[config.mk]
export PLATFORM = sky130hd
export DESIGN_NAME = isqrt_seq
export DESIGN_NICKNAME = d
export VERILOG_FILES = /design/src/rtl/isqrt_seq.sv
export SDC_FILE = /design/constraint.sdc
export NUM_CORES = 1
export LEC_CHECK = 0
export ABC_AREA = 1
export CAP_MARGIN = 40
export CORE_UTILIZATION = 40
export CTS_CLUSTER_DIAMETER = 60
export DETAILED_ROUTE_END_ITERATION = 8
export SYNTH_ARGS = -nofsm -noshare
export SYNTH_HDL_FRONTEND = slang
export SYNTH_SLANG_ARGS = --single-unit
[constraint.sdc]
create_clock -name clk -period 21.6 [get_ports clk]
set_input_delay 4.32 -clock clk [delete_from_list [all_inputs] [get_ports clk]]
set_output_delay 4.32 -clock clk [all_outputs]
set_load 0.01 [all_outputs]
[src/rtl/isqrt_seq.sv]
// isqrt_seq -- sequential integer square root (digit-by-digit, MSB first).
//
// Computes root = floor(sqrt(x)) and rem = x - root^2 for an unsigned
// WIDTH-bit operand, resolving BITS_PER_CYCLE root bits per clock, so one
// operation takes N = WIDTH/(2*BITS_PER_CYCLE) cycles in CALC.
//
// Ports:
//   clk        rising-edge clock
//   rst        asynchronous active-high reset
//   in_valid   operand x valid            in_ready   high only in IDLE
//   x          unsigned operand (WIDTH)
//   out_valid  result valid (DONE)        out_ready  downstream accepts result
//   root       square root (WIDTH/2)      rem        floor remainder (WIDTH/2+1)
//   exact      x is a perfect square      busy       high in CALC and DONE
//
// Optional feature macro: ISQRT_ROUND_EN
//   defined   : root is rounded to nearest (floor_root+1 when rem > floor_root),
//               saturating at all-ones; rem/exact still describe the floor result.
//   undefined : root is the floor root.
//
// States:
//   S_IDLE | waiting for an operand, in_ready high
//   S_CALC | iterating, BITS_PER_CYCLE root bits per cycle
//   S_DONE | result presented, waiting for out_ready

module isqrt_seq #(
    parameter int WIDTH          = 64,
    parameter int BITS_PER_CYCLE = 1
) (
    input  logic               clk,
    input  logic               rst,
    input  logic               in_valid,
    output logic               in_ready,
    input  logic [WIDTH-1:0]   x,
    output logic               out_valid,
    input  logic               out_ready,
    output logic [WIDTH/2-1:0] root,
    output logic [WIDTH/2:0]   rem,
    output logic               exact,
    output logic               busy
);

    localparam int H  = WIDTH / 2;
    localparam int N  = WIDTH / (2 * BITS_PER_CYCLE);
    localparam int CW = $clog2(N) + 1;

    localparam logic [CW-1:0] CNT_LAST = CW'(N - 1);
    localparam logic [CW-1:0] CNT_ONE  = CW'(1);
    localparam logic [H-1:0]  ROOT_ONE = H'(1);

    typedef enum logic [1:0] {
        S_IDLE = 2'd0,
        S_CALC = 2'd1,
        S_DONE = 2'd2
    } state_t;

    state_t state_q, state_d;

    logic [WIDTH-1:0] x_q, x_d;
    logic [H+1:0]     rem_part_q, rem_part_d;
    logic [H-1:0]     root_part_q, root_part_d;
    logic [CW-1:0]    cnt_q, cnt_d;
    logic [H-1:0]     root_q, root_d;
    logic [H:0]       rem_q, rem_d;
    logic             exact_q, exact_d;

    logic             last_iter;

    // One iteration: BITS_PER_CYCLE unrolled restoring steps. The working
    // remainder is H+2 bits so that (rem << 2 | pair) never overflows
    // before the trial subtraction.
    logic [H+1:0]     rem_w;
    logic [H+1:0]     trial_w;
    logic [H-1:0]     root_w;
    logic [WIDTH-1:0] xs_w;
    logic [H-1:0]     root_fin;

    always_comb begin
        rem_w   = rem_part_q;
        root_w  = root_part_q;
        xs_w    = x_q;
        trial_w = '0;
        for (int b = 0; b < BITS_PER_CYCLE; b++) begin
            rem_w   = {rem_w[H-1:0], xs_w[WIDTH-1 -: 2]};
            xs_w    = {xs_w[WIDTH-3:0], 2'b00};
            trial_w = {root_w, 2'b01};
            if (rem_w >= trial_w) begin
                rem_w  = rem_w - trial_w;
                root_w = {root_w[H-2:0], 1'b1};
            end else begin
                root_w = {root_w[H-2:0], 1'b0};
            end
        end
    end

`ifdef ISQRT_ROUND_EN
    // rem > root means x >= root^2 + root + 1, i.e. sqrt(x) > root + 0.5.
    always_comb begin
        root_fin = root_w;
        if ((rem_w[H:0] > {1'b0, root_w}) && (root_w != '1)) begin
            root_fin = root_w + ROOT_ONE;
        end
    end
`else
    assign root_fin = root_w;
`endif

    assign last_iter = (cnt_q == CNT_LAST);

    // State register
    always_ff @(posedge clk or posedge rst) begin
        if (rst) begin
            state_q <= S_IDLE;
        end else begin
            state_q <= state_d;
        end
    end

    // Next-state logic
    always_comb begin
        state_d = state_q;
        case (state_q)
            S_IDLE:  if (in_valid)  state_d = S_CALC;
            S_CALC:  if (last_iter) state_d = S_DONE;
            S_DONE:  if (out_ready) state_d = S_IDLE;
            default: state_d = S_IDLE;
        endcase
    end

    // Outputs decoded from the state register only
    always_comb begin
        in_ready  = (state_q == S_IDLE);
        out_valid = (state_q == S_DONE);
        busy      = (state_q == S_CALC) || (state_q == S_DONE);
    end

    // Datapath next-state
    always_comb begin
        x_d         = x_q;
        rem_part_d  = rem_part_q;
        root_part_d = root_part_q;
        cnt_d       = cnt_q;
        root_d      = root_q;
        rem_d       = rem_q;
        exact_d     = exact_q;
        case (state_q)
            S_IDLE: begin
                if (in_valid) begin
                    x_d         = x;
                    rem_part_d  = '0;
                    root_part_d = '0;
                    cnt_d       = '0;
                end
            end
            S_CALC: begin
                x_d         = xs_w;
                rem_part_d  = rem_w;
                root_part_d = root_w;
                cnt_d       = cnt_q + CNT_ONE;
                if (last_iter) begin
                    root_d  = root_fin;
                    rem_d   = rem_w[H:0];
                    exact_d = (rem_w == '0);
                end
            end
            default: ;
        endcase
    end

    always_ff @(posedge clk or posedge rst) begin
        if (rst) begin
            x_q         <= '0;
            rem_part_q  <= '0;
            root_part_q <= '0;
            cnt_q       <= '0;
            root_q      <= '0;
            rem_q       <= '0;
            exact_q     <= 1'b0;
        end else begin
            x_q         <= x_d;
            rem_part_q  <= rem_part_d;
            root_part_q <= root_part_d;
            cnt_q       <= cnt_d;
            root_q      <= root_d;
            rem_q       <= rem_d;
            exact_q     <= exact_d;
        end
    end

    assign root  = root_q;
    assign rem   = rem_q;
    assign exact = exact_q;

endmodule

# Word-level counts from Yosys, hierarchy flattened
# Cells that the tools add are included.
totals:
  reg_bits: 202
  in_bits: 68
  word_cells: 38
op_classes:
  add_sub_neg: 2
  order_cmp: 1
  eq_ne: 6
  mux: 14
  n_reduce_logical: 7
ops:
  columns: ["operator", "n"]
  rows:
  - ["$pmux W32 S2", 2]
  - ["$pmux W64 S2", 1]
  - ["$mux W32", 2]
  - ["$mux W64", 1]
  - ["$ge A34 B34 Y1", 1]
  - ["$logic_not A34 Y1", 1]
  - ["$mux W34", 1]
  - ["$sub A34 B34 Y34", 1]
  - ["$pmux W6 S2", 1]
  - ["$add A6 B1 Y6 const B", 1]
  - ["$eq A6 B5 Y1 const B", 1]
  - ["$mux W2", 3]
  - ["$mux W6", 1]
  - ["$pmux W2 S3", 1]
  - ["$ne A2 B2 Y1 const B", 2]
  - ["$reduce_and A2 Y1", 2]
  - ["$reduce_and A3 Y1", 1]
  - ["$eq A2 B1 Y1 const B", 1]
  - ["$eq A2 B2 Y1 const B", 1]
  - ["$logic_not A2 Y1", 1]
  - ["$ne A2 B1 Y1 const B", 1]
  - ["$reduce_bool A2 Y1", 1]
  - ["$logic_or A1 B1 Y1", 1]
  - ["$mux W1", 1]

# Logic depth before layout (Yosys ltp)
# Gate-level depths: netlist of the first run.
depth:
  depth_word: 3
  depth_mapped: 22

# Least setup slack after synthesis of the first run
# OpenSTA, ideal clock, no wires.
synth_path:
  path_kind: "in2reg"
  start: "input in_valid"
  end: "register x_q[41]"
  setup_ns: 0.082
  arrival_ns: 5.591
  slack_ns: 15.927
  stages: 9
  path_buffers: 3
  cell_sequence: "nor2_1 nor2_1 inv_1 clkbuf_1 nand2_1 clkbuf_1 clkbuf_1 nor2_1 a31oi_1"
synth_via:
  elab_chain_len: 2
synth_rtl:
  columns: ["item", "line", "rtl"]
  rows:
  - ["from (decl)", "32", "input logic in_valid,"]
  - ["$ne A2 B2 Y1 (no source line)", null, null]
  - ["$reduce_and A2 Y1 (no source line)", null, null]
  - ["to (signal assigned)", "172", "x_q <= '0;"]
  - ["to (signal assigned)", "180", "x_q <= x_d;"]
  - ["to (decl)", "59", "logic [WIDTH-1:0] x_q, x_d;"]
# No other way between the ends.
# A chain may end at the register's enable or synchronous reset.

# Final worst setup path of the first run
layout_path:
  start: "input in_valid"
  end: "register cnt_q[5]"
layout_via:
  elab_chain_len: 2
layout_rtl:
  columns: ["item", "line", "rtl"]
  rows:
  - ["$ne A2 B2 Y1 (no source line)", null, null]
  - ["$reduce_and A2 Y1 (no source line)", null, null]
  - ["to (signal assigned)", "183", "cnt_q <= cnt_d;"]
  - ["to (decl)", "62", "logic [CW-1:0] cnt_q, cnt_d;"]
# No other way between the ends.

==> results of run 1 <==
==> worst max-delay path, delay by kind of cell <==
kind / cells / cell delay, ns
AOI/OAI and AO/OA: 2 / 0.20
buffers and inverters: 6 / 2.03
and+or+nand+nor: 6 / 1.14
==> worst paths after layout <==
| path | startpoint | end | slack (ns) | cells past startpoint |
|---|---|---|---|---|
| max | in_valid | cnt_q[5] | 14.29 | 14 |
| min | cnt_q[5] | cnt_q[5] | 0.47 | 1 |
| max reg2reg | state_q[1] | cnt_q[5] | 16.87 | 17 |
| min reg2reg | cnt_q[5] | cnt_q[5] | 0.47 | 1 |
| max in group asynchronous | rst | x_q[57] | 16.09 | 5 |
| min in group asynchronous | rst | rem[9] | 4.08 | 2 |
==> registers in the layout, summed over array words and instances (netlist names) <==
signal and count:
rem_part_q 32, x_q 64, cnt_q 6, root 32
root_part_q 32, state_q 2, rem 33, exact 1
==> cells by family (layout without fill, tap and decap cells) <==
| logic type | Yosys count | after routing | synth area share, % |
|---|---|---|---|
| buf+inv | 257 | 378 | 9.04 |
| fa+ha+maj | 38 | 38 | 4.28 |
| xor+xnor | 14 | 14 | 1.10 |
| compound gates | 245 | 245 | 12.7 |
| flops | 202 | 202 | 45.5 |
| simple gates | 749 | 749 | 27.4 |
==> power by group through the flow <==
stage / logic (W) / clock network, W / registers, W
6_report: 0.00135 / 0.000389 / 0.000532
5_1_grt: 0.00152 / 0.000413 / 0.000542
4_1_cts: 0.00134 / 0.000399 / 0.000531
3_5_place_dp: 0.00134 / 0 / 0.000536
3_3_place_gp: 0.00131 / 0 / 0.000535
2_1_floorplan: 0.00101 / 0 / 0.000517
==> cells in the final DEF (no fill, tap or decap), types with 4 or more instances in the layout <==
master	Yosys	layout
nand2_1	518	517
dfrtp_1	202	202
inv_1	181	178
clkdlybuf4s50_1	0	136
nor2_1	129	129
o21ai_0	93	93
nand3_1	61	61
a31oi_1	61	61
o22ai_1	48	48
ha_1	38	37
a21oi_1	29	29
clkbuf_16	0	23
inv_2	13	14
nand4_1	10	10
xor2_1	8	8
nor3_1	6	6
xnor2_1	6	6
nand2_2	6	6
nand3b_1	5	5
nor2_2	5	5
clkbuf_8	0	5
clkinv_2	0	4
o21bai_1	4	4
buf_4	2	4
==> metal layers <==
metal / vias up / part of all wire (%) / global-route usage (%)
met5: - / 0 / 0
met4: 0 / 2.0 / 4.82
met3: 39 / 6.4 / 4.28
met2: 255 / 44 / 32.5
met1: 4464 / 48 / 29.9
li1: 5034 / - / -
==> per-stage QoR <==
step	total power (W)	setup slack [ns]	hold WS, ns	util, %	cell area [sq um]
final	0.00227	14.29	0.473	50.1	13600
after global routing	0.00248	13.86	0.490	50.1	13600
after CTS	0.00227	14.31	0.473	50.1	13600
after detailed placement	0.00187	13.77	0.460	47.3	12800
after global placement	0.00185	13.52	0.459	46.9	12700
after floorplan	0.00153	11.77	0.434	-	11100
==> layout make-up <==
class                   count  share of cell area (%)
clock inverters             8                   0.737
repair buffers            145                    11.1
inverters                 194                    5.43
flip-flops and latches    202                    37.2
multi-input cells        1046                    37.2
clock buffers              31                    4.83
well taps                 372                    3.43
==> results.toml, run 1 <==
[status]
outcome = "completed"

[routing]
vias = 9792
viasPerCell = 4.90
wl_microns = 29400
drt_drc_violations_left = 0
firstDrtPassIters = 5
ant_nets = 0
drt_iter0_markers = 713
routedWlPerCell_microns = 14.7

[power_and_ir_drop]
intPower_w = 0.00113
p_clk_share_pct = 17.2
p_comb_share_pct = 59.4
peakVddDrop_uv = 100
power.density_nw_per_um2 = 167
p_leak_nw = 6.65
p_sw_share_pct = 50.3
p_switching_w = 0.00114
power_frac_seq_pct = 23.5

[clock_network]
cts.path.max_buffers = 3
root_buffer = "clkbuf_16"
cts_tree = "built"
post_cts_buffers = 0
cts.clk_slew.worst_paths_ns = 0.06
cts_buffers = 23
hold_buffers = 0
cts_sinks = 202
cts_resized = 0
worstSkewPairLatency_ns = 0.50
htree_levels = 1

[global_routing]
overflow = 0
grt_first_pass_wirelength_microns = 47900
grt_max_degree = 124
grt_usage_pct = 20.9
grt_antenna_before_repair = 0
grt_pass1_vias = 9231

[critical_path]
crit_path_cell_trace = "clkdlybuf4s50_1 > nor2_1 > nor2_1 > inv_2 > buf_12 > nand2_4 > buf_4 > buf_12 > nand4_1 > nor2_1 > inv_1 > nor2_1 > o21ai_0 > a21oi_1"
startpoint_type = "input port"
path_max_fanout = 64
max_stage_delay_ns = 0.61
cp.arrival_ns = 7.75
endpoint_kind = "flop"
crit_type = "in -> reg"
required_ns = 22.03
crit_slowest_cell = "buf_4"
cpMostUsedCell = "nor2_1"

[layout]
fin_nets = 1718
ff_latch_area_sq_um = 5050
antennaDiodeCount = 0
stdcell_count = 1998
multi_input_area_sq_um = 5050
syn_to_final_growth_pct = 22.3
fill_cells = 2738
drive_above_1_share_pct = 5.17

[synth]
synth.distinct_cells = 36
synth-seq-cells = 202
syn_inst = 1505
syn_area_per_cell_sq_um = 7.38
netlist_area_sq_um = 11100
synth_area_leaders = "dfrtp_1 (46%), nand2_1 (18%), inv_1 (6.1%), nor2_1 (4.4%), ha_1 (4.3%)"
synth_area_leader_cell = "dfrtp_1"
synth_common_cells = "nand2_1 (518), dfrtp_1 (202), inv_1 (181), nor2_1 (129), o21ai_0 (93)"
ys_seq_area_share_pct = 45.5
async_flop_share_pct = 100
yosysWarningCount = 0
yosys.area.top_type_share_pct = 45.5
synthesis.nets = 1611
synth.most_common_cell = "nand2_1"
synth-main-ff-cell = "dfrtp_1"
synth_edf_count = 0

[sta]
min_period_ns = 7.31
finalHoldViolations = 0
final.setup.tns_ns = 0
worstMarginPinSlew_ns = 0.852
setup_viol = 0
rsz0062_at_grt = "no"
clock_skew_ns = 0.00695
timing.slew.headroom_pct = 43.1
fmax_mhz = 137
fin_crit_sh_pct = 33.9
drv_slew = 0

[place]
portBuffers = 136
place_hpwl_microns = 21500
gp_congestion = 0.923
dp.cells = 1959

[floorplanning]
die_h_microns = 169
start_util_pct = 41.0
die_x_microns = 169
num_rows = 60
core-area_sq_um = 27100
die_area_sq_um = 28400
pin_count = 137

[flow_run]
drv_cap = 0

[hold_path]
worstHoldPathType = "reg -> reg"
No activity file was read; power rests on OpenSTA's default activity.
==> run 2: changes to the inputs <==
clock period = 6.3 ns   (was 21.6 ns; I/O delays follow)
==> results.toml, run 2 (synthesis gave the netlist of run 1 again) <==
[clock_network]
root_buffer = "clkbuf_16"
cts_buffers = 25
cts_tree = "built"
cts_resized = 0
hold_buffers = 0
cts.path.max_buffers = 3
cts.clk_slew.worst_paths_ns = 0.06
cts_sinks = 202
worstSkewPairLatency_ns = 0.54
htree_levels = 1
post_cts_buffers = 0

[power_and_ir_drop]
power.density_nw_per_um2 = 576
p_switching_w = 0.00393
power_frac_seq_pct = 23.1
p_clk_share_pct = 19.1
peakVddDrop_uv = 333
p_sw_share_pct = 49.8
p_leak_nw = 6.71
p_comb_share_pct = 57.8
intPower_w = 0.00396

[routing]
vias = 9892
firstDrtPassIters = 5
drt_iter0_markers = 625
wl_microns = 29500
drt_drc_violations_left = 0
ant_nets = 0
routedWlPerCell_microns = 14.7
viasPerCell = 4.94

[hold_path]
hold_path_depth = 1
worstHoldPathType = "reg -> reg"
worstHoldEndpoint = "cnt_q[5]"
hp-start = "cnt_q[5]"

[critical_path]
endpoint_kind = "flop"
cp.arrival_ns = 3.94
crit_type = "reg -> reg"
path_max_fanout = 41
required_ns = 6.77
rr_worst_depth = 18
timing.rr.end = "exact"
startpoint_type = "flop"
reg2reg_slack_ns = 2.83
r2r_start = "rem_part_q[13]"

[global_routing]
overflow = 0
grt_antenna_before_repair = 0
grt_pass1_vias = 9535
grt_first_pass_wirelength_microns = 49100
grt_usage_pct = 21.5
grt_max_degree = 146

[sta]
timing.slew.headroom_pct = 43.0
finalHoldViolations = 0
final.setup.tns_ns = 0
worstMarginPinSlew_ns = 0.855
drv_slew = 0
rsz0062_at_grt = "no"
setup_viol = 0
clock_skew_ns = 0.0126
min_period_ns = 3.47
fin_crit_sh_pct = 55.0
fmax_mhz = 288
fin_ws_ns = 2.83

[floorplanning]
die_area_sq_um = 28400
pin_count = 137
core-area_sq_um = 27100
num_rows = 60
die_x_microns = 169
start_util_pct = 41.0
die_h_microns = 169

[layout]
antennaDiodeCount = 0
final_common_cell = "nand2_1"
syn_to_final_growth_pct = 23.3
largest_reg_flops = 64
drive_above_1_share_pct = 5.64
mostFrequentLayoutCells = "nand2_1 (517), dfrtp_1 (202), inv_1 (178), clkdlybuf4s50_1 (136), nor2_1 (129)"
top_register = "x_q"
fin_nets = 1720
fill_cells = 2701

[place]
gp_congestion = 0.936
portBuffers = 136
dp_slack_ns = 2.45
place_hpwl_microns = 21300

[status]
outcome = "completed"

[flow_run]
drv_cap = 0
## run 2: changes by cell type in the layout (fill, tap and decap cells not counted), sizes merged
cell,change
bufinv,+1
inv,+2
clkinv,+3
clkbuf,-1
## run 2: final cells by class
type | count | area (sq um) | area share (%)
clock buffer | 30 | 694 | 5.07
clock inverter | 14 | 183 | 1.33
inverter | 194 | 733 | 5.36
multi-input combinational | 1046 | 5050 | 36.9
sequential | 202 | 5050 | 36.9
tap | 372 | 465 | 3.40
timing repair buffer | 145 | 1510 | 11.0
## run 2: power groups by stage
stage               Sequential (W)  Clock (W)  Combinational (W)
floorplan                  0.00177          0            0.00347
global placement           0.00184          0            0.00447
detailed placement         0.00184          0            0.00453
CTS                        0.00182    0.00154            0.00455
global route               0.00186    0.00159            0.00517
finish                     0.00182    0.00151            0.00455
## run 2: critical path: stages (launching register included)
cell and delay [ns]:
dfrtp_1 0.43, ha_1 0.39, nand2_1 0.15, inv_1 0.07, nand2_1 0.12, nor2_1 0.08, nand4_1 0.17, nor2_4 0.05
nor2_4 0.64, nand2_8 0.31, nand2_1 0.13, nand2_1 0.06, inv_2 0.11, nand2_1 0.06, nor2_1 0.15, nand3_1 0.14
nor2_1 0.16, nand2_1 0.09, nand2_1 0.06
## run 2: how the worst max path moves through the flow
stage                    from        to  slack (ns)  cells past startpoint
3_5_place_dp         in_valid  cnt_q[4]        2.45                      8
5_1_grt        rem_part_q[18]     exact        2.61                     20
4_1_cts        rem_part_q[11]     exact        2.85                     18
6_report       rem_part_q[13]     exact        2.83                     18
2_1_floorplan             rst  cnt_q[0]        2.42                      1
3_3_place_gp         in_valid  cnt_q[4]        1.89                      8
## run 2: layer usage
metal / global-route usage [%] / wire length [microns] / vias up
li1: - / - / 5036
met1: 31.0 / 14400 / 4567
met2: 33.7 / 12800 / 243
met3: 3.79 / 1670 / 46
met4: 4.78 / 572 / 0
met5: 0 / 0 / -
## run 2: through the flow
| stage | std cells | power, W | hold WS [ns] | util (%) | instance area (sq um) |
|---|---|---|---|---|---|
| finish | 2003 | 0.00788 | 0.460 | 50.5 | 13700 |
| global route | 2003 | 0.00862 | 0.494 | 50.5 | 13700 |
| CTS | 2003 | 0.00791 | 0.462 | 50.5 | 13700 |
| detailed placement | 1959 | 0.00637 | 0.452 | 47.3 | 12800 |
| global placement | 1956 | 0.00631 | 0.451 | 47.0 | 12700 |
| floorplan | 1505 | 0.00525 | 0.434 | - | 11100 |
==> run 3: changes to the inputs <==
clock period = 2.85 ns   (was 6.3 ns; I/O delays follow)
==> results.toml, run 3 (synthesis gave the netlist of run 1 again) <==
[status]
outcome = "completed"

[sta]
finalHoldViolations = 0
fin_crit_sh_pct = 93.1
worstMarginPinSlew_ns = 0.659
timing.slew.headroom_pct = 56.0
drv_slew = 0
fmax_mhz = 377
clock_skew_ns = 0.0165
min_period_ns = 2.65
rsz0062_at_grt = "no"
final.setup.tns_ns = 0
setup_viol = 0
fin_ws_ns = 0.198

[routing]
viasPerCell = 4.93
vias = 10100
drt_drc_violations_left = 0
routedWlPerCell_microns = 15.8
wl_microns = 32600
drt_iter0_markers = 563
firstDrtPassIters = 4
ant_nets = 0

[clock_network]
cts_tree = "built"
cts_buffers = 25
worstSkewPairLatency_ns = 0.55
cts.clk_slew.worst_paths_ns = 0.06
root_buffer = "clkbuf_16"
htree_levels = 1
cts.path.max_buffers = 3
cts_sinks = 202

[critical_path]
r2r_start = "rem_part_q[16]"
endpoint_kind = "flop"
crit_path_cell_trace = "ha_1 > buf_4 > nand2_1 > nor2_2 > nand2_1 > nor2_1 > nand2_1 > nand4_1 > nand2_1 > nand2_1 > nand2_1 > inv_2 > nand2_1 > nor2_2 > nand3_1 > nor2_1 > nand2_1 > nand2_1"
startpoint_type = "flop"
max_stage_delay_ns = 0.44
reg2reg_slack_ns = 0.20
path_delay_family = "simple AND/OR/NAND/NOR gates"
rr_worst_depth = 18
startpoint = "rem_part_q[16]"
cpMostUsedCell = "nand2_1"
crit_slowest_cell = "dfrtp_1"
cp.arrival_ns = 3.13
path_max_fanout = 4
timing.rr.end = "exact"
crit_buf_inv = 2
required_ns = 3.33
crit_type = "reg -> reg"

[layout]
antennaDiodeCount = 0
top_register = "x_q"
largest_reg_flops = 64
multi_input_area_sq_um = 5290
fill_cells = 2741
syn_to_final_growth_pct = 28.8
ff_latch_area_sq_um = 5060
fin_nets = 1772
mostFrequentLayoutCells = "nand2_1 (513), dfrtp_1 (201), inv_1 (171), clkdlybuf4s50_1 (136), nor2_1 (120)"
final_common_cell = "nand2_1"
drive_above_1_share_pct = 10.9

[global_routing]
grt_first_pass_wirelength_microns = 53100
grt_antenna_before_repair = 0
grt_pass1_vias = 10000
overflow = 0
grt_usage_pct = 23.5
grt_max_degree = 152

[floorplanning]
core-area_sq_um = 27100
start_util_pct = 41.0
die_x_microns = 169
die_h_microns = 169
pin_count = 137
die_area_sq_um = 28400
num_rows = 60

[flow_run]
drv_cap = 0

[place]
portBuffers = 136
gp_congestion = 0.935
dp_slack_ns = 0.00912
place_hpwl_microns = 24000

[hold_path]
worstHoldPathType = "in -> async"

[power_and_ir_drop]
p_leak_nw = 6.95
peakVddDrop_uv = 671
power.density_nw_per_um2 = 1330
==> run 3: cell count changes in the layout (fill, tap and decap cells not counted), moves of 7 or more <==
cell    change
buf_4      +48
ha_1       -17
ha_4       +12
nor2_1      -9
nor2_2      +8
inv_1       -7
==> run 3: worst max-delay path by stage <==
stage	endpoint	depth (start not counted)
after floorplan	cnt_q[0]	1
after global placement	exact	15
after detailed placement	exact	20
after CTS	exact	20
after global routing	exact	17
final	exact	18
==> run 3: metrics by stage <==
stage / utilization [%] / hold slack [ns] / cell area [sq um] / total power, W / instances
after global routing: 52.8 / 0.358 / 14300 / 0.0208 / 2056
final: 52.8 / 0.350 / 14300 / 0.0190 / 2056
after floorplan: - / 0.434 / 11100 / 0.0116 / 1505
after detailed placement: 48.6 / 0.465 / 13200 / 0.0152 / 2006
after global placement: 48.5 / 0.458 / 13100 / 0.0151 / 2005
after CTS: 51.8 / 0.338 / 14000 / 0.0185 / 2051
==> run 3: final cells by class <==
class | count | share of cell area, %
multi-input cells | 1047 | 37.0
flip-flops and latches | 202 | 35.3
repair buffers | 196 | 13.3
inverters | 194 | 5.16
clock buffers | 31 | 4.81
well taps | 372 | 3.25
clock inverters | 14 | 1.13
==> run 3: metal layers <==
layer  wire length [microns]  up-vias  global-route usage (%)
li1                        -     5135                       -
met1                   15500     4679                    33.0
met2                   14400      272                    37.3
met3                    1810       45                    4.09
met4                     864        0                    6.64
met5                       0        -                       0
==> run 3: timing repair <==
action / 4_1_cts / 5_1_grt
gates resized for setup: 2 / 49
hold buffers: 0 / 0
cloned: 0 / 1
setup endpoints to repair: 1 / 1
pin swaps: 2 / 5
setup buffers: 0 / 4
==> run 3: power breakdown <==
part | total (W) | internal (W) | switching [W]
combinational | 0.0117 | 0.00413 | 0.00758
clock | 0.00324 | 0.00192 | 0.00132
sequential | 0.00409 | 0.00359 | 0.000498
total | 0.0190 | 0.00964 | 0.00939
